File: src/rtl/jk_sync_counter.sv
// jk_sync_counter: synchronous up/down counter whose state register follows JK
// flip-flop semantics. The per-bit J/K excitation is derived from the requested
// next state. It is exported so it can drive an external bank of JK flip-flops
// that share clk and clear. This block also keeps its own reference copy of the
// state.
//
// Optional build macro JKCNT_SATURATE_EN changes the count behaviour:
//   - The count saturates instead of wrapping.
//   - Loads above MAXVAL are clamped to MAXVAL.
// When the macro is undefined, the count wraps and din is loaded unclamped.
module jk_sync_counter #(
  parameter int unsigned WIDTH  = 4,
  parameter int unsigned MAXVAL = (1 << WIDTH) - 1
) (
  input  logic             clk,
  input  logic             clear,
  input  logic             en,
  input  logic             up,
  input  logic             load,
  input  logic [WIDTH-1:0] din,
  output logic [WIDTH-1:0] q,
  output logic [WIDTH-1:0] j_vec,
  output logic [WIDTH-1:0] k_vec,
  output logic             tc
);

  localparam logic [WIDTH-1:0] MaxVal = WIDTH'(MAXVAL);

  logic [WIDTH-1:0] q_q;
  logic [WIDTH-1:0] q_d;
  logic [WIDTH-1:0] nxt;

  // Requested next count value. Priority order: load first, then count, then hold.
  always_comb begin
    nxt = q_q;
    if (load) begin
`ifdef JKCNT_SATURATE_EN
      nxt = (din > MaxVal) ? MaxVal : din;
`else
      nxt = din;
`endif
    end else if (en) begin
      if (up) begin
        if (q_q >= MaxVal) begin
`ifdef JKCNT_SATURATE_EN
          nxt = MaxVal;
`else
          // A loaded value above MAXVAL also wraps to 0.
          nxt = '0;
`endif
        end else begin
          nxt = q_q + WIDTH'(1);
        end
      end else begin
        if (q_q == '0) begin
`ifdef JKCNT_SATURATE_EN
          nxt = '0;
`else
          nxt = MaxVal;
`endif
        end else begin
          nxt = q_q - WIDTH'(1);
        end
      end
    end
  end

  // J/K excitation. While clear is high, force every bit to reset so that the
  // external JK bank also clears.
  always_comb begin
    j_vec = '0;
    k_vec = '1;
    if (!clear) begin
      j_vec = ~q_q & nxt;
      k_vec = q_q & ~nxt;
    end
  end

  // Apply the JK rules bit by bit. The toggle case (J=K=1) is defensive only;
  // the excitation above never produces it.
  always_comb begin
    q_d = q_q;
    for (int i = 0; i < int'(WIDTH); i++) begin
      case ({j_vec[i], k_vec[i]})
        2'b10:   q_d[i] = 1'b1;
        2'b01:   q_d[i] = 1'b0;
        2'b11:   q_d[i] = ~q_q[i];
        default: q_d[i] = q_q[i];
      endcase
    end
  end

  // State register with synchronous clear.
  always_ff @(posedge clk) begin
    if (clear) begin
      q_q <= '0;
    end else begin
      q_q <= q_d;
    end
  end

  // Terminal count, combinational on the current state and the enable/direction inputs.
  always_comb begin
    tc = en & ((up & (q_q == MaxVal)) | (~up & (q_q == '0)));
  end

  assign q = q_q;

endmodule

File: config.mk
export PLATFORM = sky130hd
export DESIGN_NAME = jk_sync_counter
export DESIGN_NICKNAME = d
export VERILOG_FILES = /design/src/rtl/jk_sync_counter.sv
export SDC_FILE = /design/constraint.sdc
export NUM_CORES = 1
export LEC_CHECK = 0
export ABC_AREA = 1
export CAP_MARGIN = 20
export CORE_AREA = 8 8 45 47
export CTS_CLUSTER_SIZE = 8
export DETAILED_ROUTE_END_ITERATION = 7
export DIE_AREA = 0 0 53 55
export GPL_TIMING_DRIVEN = 0
export HOLD_SLACK_MARGIN = 0.08
export PLACE_DENSITY = 0.69
export SYNTH_ARGS = -nofsm -noshare
export SYNTH_HDL_FRONTEND = slang
export SYNTH_SLANG_ARGS = --single-unit
export TNS_END_PERCENT = 30
File: constraint.sdc
create_clock -name clk -period 1.6 [get_ports clk]
set_input_delay 0.16 -clock clk [delete_from_list [all_inputs] [get_ports clk]]
set_output_delay 0.16 -clock clk [all_outputs]
set_load 0.05 [all_outputs]
# [Word level (Yosys, flattened, before mapping)]
# Index checks and enable logic that the tools add are counted.
[word_totals] reg_bits=4 output_inout_bits=13 word_cells=49
[op_classes] add_sub_neg=2 order_cmp=1 eq_ne=13 n_mux=11 n_bitwise=13 n_reduce_logical=5
[op_table] operator="4-bit 2-to-1 mux" count=7
[op_table] operator="2-bit equality test, second input constant" count=8
[op_table] operator="1-bit case mux with 3 select lines" count=4
[op_table] operator="3-bit nonzero test" count=4
[op_table] operator="4-bit bitwise AND" count=2
[op_table] operator="2-bit by 1-bit equality test with 1-bit output, second input constant" count=4
[op_table] operator="4-bit inverter" count=2
[op_table] operator="1-bit inverter" count=5
[op_table] operator="4-bit by 1-bit adder with 4-bit output, second input constant" count=1
[op_table] operator="4-bit equality test, second input constant" count=1
[op_table] operator="4-bit >= comparator, second input constant" count=1
[op_table] operator="4-bit logical NOT" count=1
[op_table] operator="4-bit by 1-bit subtractor with 4-bit output, second input constant" count=1
[op_table] operator="1-bit bitwise AND" count=3
[op_table] operator="1-bit OR" count=1

# [Longest topological paths before layout]
[depth] word_depth=10 ltp_mapped=10 ltp_nobuf=10

# [Worst setup path before layout]
# OpenSTA, ideal clock, no wires.
[synth_timing] path_kind="reg2out" startpoint="register q_q[0] (netlist: q[0])" endpoint="output k_vec[1]" t_arrival_ns=2.275 required_time_ns=1.440 setup_slack_ns=-0.835 stages_incl_launch_ff=8 n_path_buf=0 path_cell_list="dfxtp_1 inv_1 ha_1 xor2_1 o21ai_0 nand2_1 inv_1 a21oi_1"
[synth_between] elab_chain_len=8 elab_cells_between_ends=12
[synth_lines] element="start: declaration" line="29" source="logic [WIDTH-1:0] q_q;"
[synth_lines] element="start signal: assignment" line="98" source="q_q <= q_d;"
[synth_lines] element="4-bit by 1-bit subtractor with 4-bit output, or another cell as far along" line="62" source="nxt = q_q - WIDTH'(1);"
[synth_lines] element="4-bit 2-to-1 mux, on equally long branches" line="55, 44"
[synth_lines] element="4-bit 2-to-1 mux (*)" line="43" source="if (up) begin"
[synth_lines] element="4-bit 2-to-1 mux (*)" line="42" source="end else if (en) begin"
[synth_lines] element="4-bit 2-to-1 mux (*)" line="36" source="if (load) begin"
[synth_lines] element="4-bit inverter (*)" line="75" source="k_vec = q_q & ~nxt;"
[synth_lines] element="4-bit bitwise AND (*)" line="75"
[synth_lines] element="4-bit 2-to-1 mux (*)" line="73" source="if (!clear) begin"
[synth_lines] element="end: declaration" line="23" source="output logic [WIDTH-1:0] k_vec,"
# Mark *: on every way between the ends. The rest lies on a longest branch, timed or not.

# [Worst setup path after layout]
[layout_timing] startpoint="register q_q[0] (netlist: q[0])" endpoint="output j_vec[3]"
[layout_between] elab_chain_len=7 elab_cells_between_ends=11
[layout_lines] element="4-bit by 1-bit subtractor with 4-bit output, or another cell as far along" line="62"
[layout_lines] element="4-bit 2-to-1 mux, on equally long branches" line="55, 44"
[layout_lines] element="4-bit 2-to-1 mux (*)" line="43"
[layout_lines] element="4-bit 2-to-1 mux (*)" line="42"
[layout_lines] element="4-bit 2-to-1 mux (*)" line="36"
[layout_lines] element="4-bit bitwise AND (*)" line="74" source="j_vec = ~q_q & nxt;"
[layout_lines] element="4-bit 2-to-1 mux (*)" line="73"
[layout_lines] element="end: declaration" line="22" source="output logic [WIDTH-1:0] j_vec,"
# Marks and branches as above.

==> run_results.csv <==
group,metric,value,unit
worst_setup_path,r2r-end,"q[3]$_SDFFE_PP0P_",
finish,area_growth,101,%
sta,tns,-0.849,ns
synth,syn_avg_cell_area,5.54,sq um
floorplanning,initial_utilization,30.0,%
clocking,cts_num_sinks,4,
finish,n_antenna_cell,0,
min_path,min_path_type,"in -> reg",
floorplanning,die_h,55,um
min_path,hold_depth,5,
placement,place.gp.congestion,0.732,
synth,synthCells,75,
global_route,grtUsageMet2,20.3,%
synth,synth-warning-count,0,
synth,ys_seq_area_share,19.3,%
outcome,status,"complete, but fails checks",
sta,rsz0062_at_grt,"true",
synth,netlist_area,415,sq um
worst_setup_path,regToRegSetupSlack,0.38,ns
clocking,htreeDepth,1,
power,p_leak,0.394,nW
worst_setup_path,crit_required,1.44,ns
run,maxCapViolCount,0,
floorplanning,ios,22,
route,first_pass_iters,4,
clocking,insertion_delay,0.25,ns
sta,clock_skew,0.00130,ns
min_path,hold_end,"q[1]$_SDFFE_PP0P_",
sta,final.setup.worst_slack,-0.149,ns
sta,max_freq,572,MHz
floorplanning,fp-row-count,14,
worst_setup_path,crit_start,"q[0]$_SDFFE_PP0P_",
clocking,cts_tree,"yes",
min_path,min-delay-start,"up",
clocking,cts_root_buffer,"clkbuf_4",
worst_setup_path,worstReg2RegStart,"q[0]$_SDFFE_PP0P_",
power,power_density,756,nW/um^2
global_route,grt.met1_usage,11.8,%
clocking,cts_hold_buf,0,
sta,worstMarginPinSlew,0.497,ns
floorplanning,design.die.area,2920,sq um
route,drt-vias-per-instance,4.66,
route,wl,1490,um
route,detail-route-antenna-nets,0,
worst_setup_path,cp-end-kind,"primary output",
sta,drv_slew,0,
route,routedWlPerCell,12.4,um
synth,yosysUniqueCellTypes,16,
power,p_total,0.632,mW
finish,mostFrequentLayoutCells,"10 x inv_1, 9 x nand2_1, 8 x buf_6, 8 x clkdlybuf4s50_1, 7 x nor2_1",
global_route,grt_pass1_vias,588,
worst_setup_path,worstSetupStartpointType,"register",
worst_setup_path,worstPathArrival,1.59,ns
sta,period_needed,1.75,ns
route,drtIter0Drc,6,
clocking,cts_max_path_buffers,2,
sta,fin_crit_sh,109,%
sta,slew_headroom,66.8,%
floorplanning,die_x,53,um
finish,filler_cell_count,135,
global_route,grt_max_degree,9,
outcome,violations,"setup timing",
worst_setup_path,path_max_fanout,3,
placement,io_buffers,21,
global_route,antenna_found_initial,0,
finish,final_common_cell,"inv_1",
sta,finalHoldViolations,0,
global_route,grt_util_all_layers,11.4,%
worst_setup_path,path_class,"reg -> out",
synth,synth_area_leaders,"dfxtp_1 19%, inv_1 13%, nand2_1 13%",
synth,netlist.area_leader.share,19.3,%
synth,synth_top_area_cell,"dfxtp_1",
global_route,grt_pass1_wl,2480,um
finish,largest_reg_flops,4,
floorplanning,coreArea,1380,sq um
worst_setup_path,reg2reg_depth,8,
clocking,cts_buffers,3,
route,drc,0,
clocking,clk_pin_slew,0.05,ns
finish,final_nets,116,
global_route,use_met3,5.35,%
global_route,grt-busiest-layer,"met2",
sta,final-setup-viol-count,8,
route,vias,559,
synth,synth_nets,86,
synth,ys_ff_latch,4,
finish,drive_gt1_share,47.1,%
placement,hpwl,1050,um
power,irDropWorstVdd,0.467,mV
global_route,gr-total-overflow,0,
[cell families (layout without fill, tap and decap cells)]
| family | Yosys count | in the layout | synth area share, % |
|---|---|---|---|
| and+or+nand+nor | 39 | 39 | 40.1 |
| adders and majority gates | 2 | 2 | 6.02 |
| AOI/OAI and AO/OA | 12 | 12 | 15.4 |
| xor gates and xnor gates | 1 | 1 | 2.11 |
| DFF | 4 | 4 | 19.3 |
| buffers and inverters | 17 | 46 | 17.2 |
[through the flow]
stage               std cells  setup slack (ns)  cell area [sq um]  hold WS, ns  utilization (%)
CTS                       120            -0.173                815        0.638             58.9
finish                    120            -0.149                836        0.638             60.4
global route              120            -0.257                836        0.666             60.4
detailed placement        112            -0.812                737        0.699             53.3
floorplan                  75           -0.0552                507        0.379                -
global placement          112            -0.804                737        0.690             53.3
[final cells by class]
| class | instances | area [sq um] | share of cell area [%] |
|---|---|---|---|
| Clock buffer | 4 | 26.3 | 3.14 |
| Inverter | 16 | 65.1 | 7.78 |
| Timing Repair Buffer | 25 | 246 | 29.5 |
| Buffer | 1 | 11.3 | 1.35 |
| Sequential cell | 4 | 90.1 | 10.8 |
| Tap cell | 16 | 20.0 | 2.40 |
| Multi-Input combinational cell | 54 | 377 | 45.1 |
[critical path, cell delays in order (launching register included)]
cell and delay, ns:
dfxtp_4 0.36, ha_1 0.21, nand2_2 0.10, nor2_4 0.04, nor2_2 0.11, nand3_1 0.10, nand2_2 0.11, nand2_2 0.08
nor2_4 0.08, buf_6 0.15
[power by group]
part	switching [mW]	internal [mW]	leakage, nW
Clock	0.0573	0.0946	0.0150
Sequential	0.0133	0.109	0.0350
Combinational	0.222	0.135	0.344
Total	0.293	0.339	0.394
[how the worst max path moves through the flow]
| stage | to | slack, ns |
|---|---|---|
| final | j_vec[3] | -0.15 |
| after global routing | k_vec[2] | -0.26 |
| after CTS | k_vec[1] | -0.17 |
| after detailed placement | j_vec[3] | -0.81 |
| after global placement | k_vec[0] | -0.80 |
| after floorplan | k_vec[1] | -0.06 |
[cells in the mapped netlist, drive strengths merged]
library cell and n:
inv 16, dfxtp 4, ha 2, nor2 15, a21oi 6, xor2 1, nand3 8, buf 1
nand2 15, o21ai 6, nand4 1
[metal layers]
metal,routed length [um],up-vias,share of wire (%)
met5,0,-,0
met4,0,0,0
met3,83,0,5.6
met2,797,17,54
met1,604,248,41
li1,-,294,-
[repair_timing]
action,CTS,global route
setup buffers,4,0
endpoints found under the setup margin,12,9
pin swaps,5,4
gates resized for setup,73,8
Power figures use the tool's default switching activity.
